--- src/rtl/mult_arbiter.sv ---
// Round-robin front end that shares one pipelined multiplier among NUM_REQ requesters.
// Issued requester ids travel a tag pipeline aligned with the multiplier latency to route results.
module mult_arbiter #(
    parameter int unsigned WL      = 32,
    parameter int unsigned NUM_REQ = 4,
    parameter int unsigned MUL_LAT = 4
) (
    input  logic                         clk_i,
    input  logic                         reset_ni,
    input  logic [NUM_REQ-1:0]           req_valid_i,
    output logic [NUM_REQ-1:0]           req_ready_o,
    input  logic [NUM_REQ*WL-1:0]        req_a_i,
    input  logic [NUM_REQ*WL-1:0]        req_b_i,
    output logic [NUM_REQ-1:0]           rsp_valid_o,
    output logic [2*WL-1:0]              rsp_product_o,
    output logic                         mul_start_o,
    output logic [WL-1:0]                mul_multiplier_o,
    output logic [WL-1:0]                mul_multiplicand_o,
    input  logic                         mul_done_i,
    input  logic [2*WL-1:0]              mul_product_i,
    output logic [$clog2(MUL_LAT+1)-1:0] inflight_o,
    output logic                         seq_error_o
);

    localparam int unsigned IdxW = $clog2(NUM_REQ);
    localparam int unsigned CntW = $clog2(MUL_LAT + 1);

    logic [IdxW-1:0]    ptr_q, ptr_d;
    logic               gnt_found;
    logic [IdxW-1:0]    gnt_idx;
    logic [IdxW:0]      cand_sum;
    logic               gnt_en;

    logic [MUL_LAT-1:0] tag_vld_q;
    logic [IdxW-1:0]    tag_id_q [MUL_LAT];
    logic               last_vld;
    logic [IdxW-1:0]    last_id;
    logic               rsp_fire;

    logic [NUM_REQ-1:0] rsp_valid_q, rsp_valid_d;
    logic [2*WL-1:0]    rsp_product_q, rsp_product_d;
    logic [CntW-1:0]    inflight_q, inflight_d;
    logic               seq_err_q, seq_err_d;

    // Scan requesters starting at ptr_q, wrapping modulo NUM_REQ; first valid one wins.
    always_comb begin
        gnt_found = 1'b0;
        gnt_idx   = '0;
        cand_sum  = '0;
        for (int k = 0; k < int'(NUM_REQ); k++) begin
            cand_sum = {1'b0, ptr_q} + (IdxW+1)'(k);
            if (cand_sum >= (IdxW+1)'(NUM_REQ)) begin
                cand_sum = cand_sum - (IdxW+1)'(NUM_REQ);
            end
            if (!gnt_found && req_valid_i[cand_sum[IdxW-1:0]]) begin
                gnt_found = 1'b1;
                gnt_idx   = cand_sum[IdxW-1:0];
            end
        end
    end

    // Grant is suppressed combinationally while reset is held.
    assign gnt_en = gnt_found & reset_ni;

    always_comb begin
        req_ready_o        = '0;
        mul_multiplier_o   = '0;
        mul_multiplicand_o = '0;
        if (gnt_en) begin
            req_ready_o        = NUM_REQ'(1) << gnt_idx;
            mul_multiplier_o   = req_a_i[32'(gnt_idx)*WL +: WL];
            mul_multiplicand_o = req_b_i[32'(gnt_idx)*WL +: WL];
        end
    end

    assign mul_start_o = gnt_en;

    always_comb begin
        ptr_d = ptr_q;
        if (gnt_en) begin
            ptr_d = (gnt_idx == IdxW'(NUM_REQ - 1)) ? '0 : gnt_idx + IdxW'(1);
        end
    end

    assign last_vld = tag_vld_q[MUL_LAT-1];
    assign last_id  = tag_id_q[MUL_LAT-1];
    assign rsp_fire = last_vld & mul_done_i;

    always_comb begin
        rsp_valid_d   = '0;
        rsp_product_d = rsp_product_q;
        if (rsp_fire) begin
            rsp_valid_d   = NUM_REQ'(1) << last_id;
            rsp_product_d = mul_product_i;
        end
    end

    // A tag leaving the last stage retires the operation whether or not the multiplier answered.
    always_comb begin
        inflight_d = inflight_q;
        case ({mul_start_o, last_vld})
            2'b10:   inflight_d = inflight_q + CntW'(1);
            2'b01:   inflight_d = inflight_q - CntW'(1);
            default: inflight_d = inflight_q;
        endcase
    end

    assign seq_err_d = seq_err_q | (mul_done_i ^ last_vld);

    always_ff @(posedge clk_i or negedge reset_ni) begin
        if (!reset_ni) begin
            ptr_q         <= '0;
            tag_vld_q     <= '0;
            for (int k = 0; k < int'(MUL_LAT); k++) begin
                tag_id_q[k] <= '0;
            end
            rsp_valid_q   <= '0;
            rsp_product_q <= '0;
            inflight_q    <= '0;
            seq_err_q     <= 1'b0;
        end else begin
            ptr_q         <= ptr_d;
            tag_vld_q     <= {tag_vld_q[MUL_LAT-2:0], mul_start_o};
            tag_id_q[0]   <= gnt_idx;
            for (int k = 1; k < int'(MUL_LAT); k++) begin
                tag_id_q[k] <= tag_id_q[k-1];
            end
            rsp_valid_q   <= rsp_valid_d;
            rsp_product_q <= rsp_product_d;
            inflight_q    <= inflight_d;
            seq_err_q     <= seq_err_d;
        end
    end

    assign rsp_valid_o   = rsp_valid_q;
    assign rsp_product_o = rsp_product_q;
    assign inflight_o    = inflight_q;
    assign seq_error_o   = seq_err_q;

    a_grant_onehot: assert property (@(posedge clk_i) disable iff (!reset_ni)
        $onehot0(req_ready_o) && ((req_ready_o & ~req_valid_i) == '0));
    a_inflight_max: assert property (@(posedge clk_i) disable iff (!reset_ni)
        inflight_q <= CntW'(MUL_LAT));

endmodule

--- config.mk ---
export PLATFORM = sky130hd
export DESIGN_NAME = mult_arbiter
export DESIGN_NICKNAME = d
export VERILOG_FILES = /design/src/rtl/mult_arbiter.sv
export SDC_FILE = /design/constraint.sdc
export NUM_CORES = 1
export LEC_CHECK = 0
export CELL_PAD_IN_SITES_DETAIL_PLACEMENT = 0
export CELL_PAD_IN_SITES_GLOBAL_PLACEMENT = 1
export CORE_AREA = 2 2 182 184
export DETAILED_ROUTE_END_ITERATION = 8
export DIE_AREA = 0 0 184 186
export HOLD_SLACK_MARGIN = 0.03
export PLACE_DENSITY_LB_ADDON = 0.1
export SYNTH_ARGS = -nofsm -noshare
export SYNTH_HDL_FRONTEND = slang
export SYNTH_SLANG_ARGS = --single-unit
--- constraint.sdc ---
create_clock -name clk_i -period 2.2 [get_ports clk_i]
set_input_delay 0.33 -clock clk_i [delete_from_list [all_inputs] [get_ports clk_i]]
set_output_delay 0.33 -clock clk_i [all_outputs]
set_load 0.05 [all_outputs]
==> impl_metrics.toml <==
[power_and_ir_drop]
p_sw_share_pct = 43.4
pwr-share-clk_pct = 15.9
max-vdd-ir-drop_v = 0.000323
p_int_mw = 5.97
p_comb_share_pct = 65.0
p_switching_mw = 4.59
p_seq_share_pct = 19.1
power_density_nw_per_um2 = 919
p_leak_nw = 5.01

[logic_synthesis]
synth_top_area_cell = "dfrtp_1"
synth_edf_count = 0
synth_mux_area_share_pct = 38.8
synthCells = 426
synth_cell_type_count = 33
yosys-top-cells-area = "dfrtp_1, mux2i_1, mux2_2"
synth_warnings = 0
ys_async_sr_fraction_pct = 100
synth_common_cells = "mux2i_1, dfrtp_1, mux2_2, o22ai_1, buf_6"
synthesis.nets = 760
synthSimpleGateAreaFrac_pct = 2.89
yosysSeqAreaShare_pct = 41.5
synth-compound-area-share_pct = 8.75
synth_top_family_by_area = "multiplexers"
synth_area_per_cell_um2 = 12.2
ys_ff_latch = 86
yosys.area_share.adder_pct = 1.83
synth_xor_area_share_pct = 0.506
synth_top_area_share_pct = 41.5
synth_ff_type = "dfrtp_1"
synth.most_common_cell = "mux2i_1"
synth_area_um2 = 5190

[timing]
final_max_slew_viol_count = 0
hold_viol_final = 0
period_share_pct = 112
fin_worst_skew_ns = 0.00705
fmax_ghz = 0.405
period_minus_slack_ns = 2.47
relSlewSlack_pct = 58.7
worst_slew_pin_slew_ns = 0.619
rsz0062_at_grt = "true"
setup_ws_ns = -0.268
finalSetupViolCount = 68

[floorplan]
fp.dieH_um = 186
dieArea_um2 = 34200
start_util_pct = 16.1
pin_count = 468
placementRows = 66
dieWidth_um = 184
core_area_um2 = 32200

[global_routing]
grt_pass1_vias = 5797
overflow = 0
antenna_found_initial = 3
grt_start_max_net_pins = 47
grt_pass1_wl_um = 35600
grt.total_usage_pct = 14.1

[cells_and_area]
stdcell_area_um2 = 11500
area_growth_pct = 121
final_nets = 1254
fillers = 3243
drive_gt1_share_pct = 27.5
instances_no_fill = 1335

[place]
place_inst = 1300
placed_cell_area_um2 = 10500
io_buffers = 467
place.detailed.hpwl_um = 21000
gp_congestion = 0.784

[status]
failed_checks = "setup timing"
status = "finished with violations"

[hold_path]
min_path_type = "input port to asynchronous set/reset pin"

[worst_setup_path]
crit_path_start_kind = "flop"
cp_data_required_time_ns = 1.87
cp-startpoint = "ptr_q[0]"
critPathCaptureType = "output port"
worstPathArrival_ns = 2.14
path_max_fanout = 14
criticalPathCategory = "flop to output port"
r2r_start = "ptr_q[0]"

[flow_run]
drv_cap = 0

[detailed_routing]
routed_wl_um = 26600
drc = 0
via_per_inst = 4.07
first_iter_violations = 104
antenna_left = 0
firstDrtPassIters = 4
wl_per_cell_um = 19.9
dr_total_vias = 5427

[clock_network]
root_buffer = "clkbuf_16"
clock_path_buffers = 2
numCtsBuffers = 9
insertion_delay_ns = 0.33
numClockSinks = 86
cts_tree = "yes"
cts_max_level = 3
cts_hold_buf = 0
cts.reportedPaths.clkPinSlew_ns = 0.07
metrics by stage:
step	hold slack, ns	TNS (ns)	setup WS [ns]	util [%]	total power [mW]
5_1_grt	0.189	-24.25	-0.423	35.7	11.1
3_5_place_dp	0.335	-22.03	-0.384	32.5	8.18
3_3_place_gp	0.332	-21.90	-0.388	32.5	8.20
2_1_floorplan	0.0344	-8.39	-0.157	-	5.90
6_report	0.138	-15.27	-0.268	35.7	10.6
4_1_cts	0.185	-19.40	-0.336	34.8	10.5
final timing paths:
kind,depth (start not counted),to,slack [ns]
worst min register to register,0,tag_id_q[3],0.35
max in group asynchronous,3,rsp_product_o[54],1.06
worst min-delay path,2,rsp_product_o[21],0.14
worst max register to register,9,ptr_q[1],0.38
min in group clk_i,0,tag_id_q[3],0.35
worst max-delay path,8,mul_multiplicand_o[26],-0.27
layout make-up:
| class | instances | area (µm²) | area share (%) |
|---|---|---|---|
| timing repair buffer | 518 | 5430 | 47.2 |
| multi-input combinational | 298 | 3030 | 26.4 |
| sequential | 86 | 2150 | 18.7 |
| tap | 408 | 510 | 4.44 |
| clock buffer | 11 | 253 | 2.20 |
| clock inverter | 5 | 81.3 | 0.708 |
| inverter | 7 | 28.8 | 0.250 |
| antenna | 2 | 5.00 | 0.0436 |
registers in the layout (all words and copies together) (netlist names):
name / cells
last_id: 2
rsp_product_o: 64
inflight_o: 3
tag_vld_q: 4
tag_id_q: 6
rsp_valid_o: 4
seq_error_o: 1
ptr_q: 2
worst max-delay path, cell delays in order (launching register included):
cell       delay [ns]
dfrtp_1          0.41
nor2b_4          0.14
o21ai_2          0.17
nand4_4          0.18
buf_12           0.20
clkbuf_16        0.18
mux2i_2          0.17
o22ai_1          0.13
buf_4            0.22
layer usage:
metal	vias up	wire length [µm]	global-route usage [%]
li1	2595	-	-
met1	2577	8730	13.4
met2	241	15300	28.6
met3	12	2300	5.07
met4	2	210	3.23
met5	-	9	0
power by group through the flow:
stage	combinational [mW]	clock (mW)	sequential [mW]
2_1_floorplan	3.06	0	2.84
3_3_place_gp	6.15	0	2.05
3_5_place_dp	6.13	0	2.06
4_1_cts	6.67	1.76	2.03
5_1_grt	7.20	1.83	2.07
6_report	6.86	1.68	2.02
timing repair:
item / CTS / global route
pin swaps: 6 / 16
cloned: 4 / 7
buffers inserted: 7 / 2
gates resized for setup: 58 / 37
endpoints found under the setup margin: 68 / 69
placed cells by master, fill, tap and decap left out, types with 3 or more instances in the layout:
| cell | Yosys | routed |
|---|---|---|
| clkbuf_16 | 0 | 15 |
| buf_8 | 0 | 3 |
| mux2i_2 | 0 | 4 |
| inv_1 | 5 | 5 |
| mux2_2 | 64 | 64 |
| buf_12 | 0 | 16 |
| buf_16 | 0 | 4 |
| ha_2 | 0 | 3 |
| clkdlybuf4s50_1 | 0 | 394 |
| mux2i_1 | 129 | 124 |
| buf_6 | 17 | 36 |
| dfrtp_1 | 86 | 86 |
| nand2_1 | 6 | 5 |
| o22ai_1 | 64 | 35 |
| buf_4 | 0 | 56 |
| o22ai_2 | 0 | 29 |
cell families (layout without fill, tap and decap cells):
logic type               count (synthesis)  after routing
multiplexers                           193            193
other                                    0              2
buffers and inverters                   42            541
flip-flops                              86             86
adder cells (fa/ha/maj)                  7              7
AND/OR/NAND/NOR                         25             25
XOR/XNOR                                 3              3
AO/OA/AOI/OAI                           70             70
Note: power is estimated with default switching activity, not from simulation.
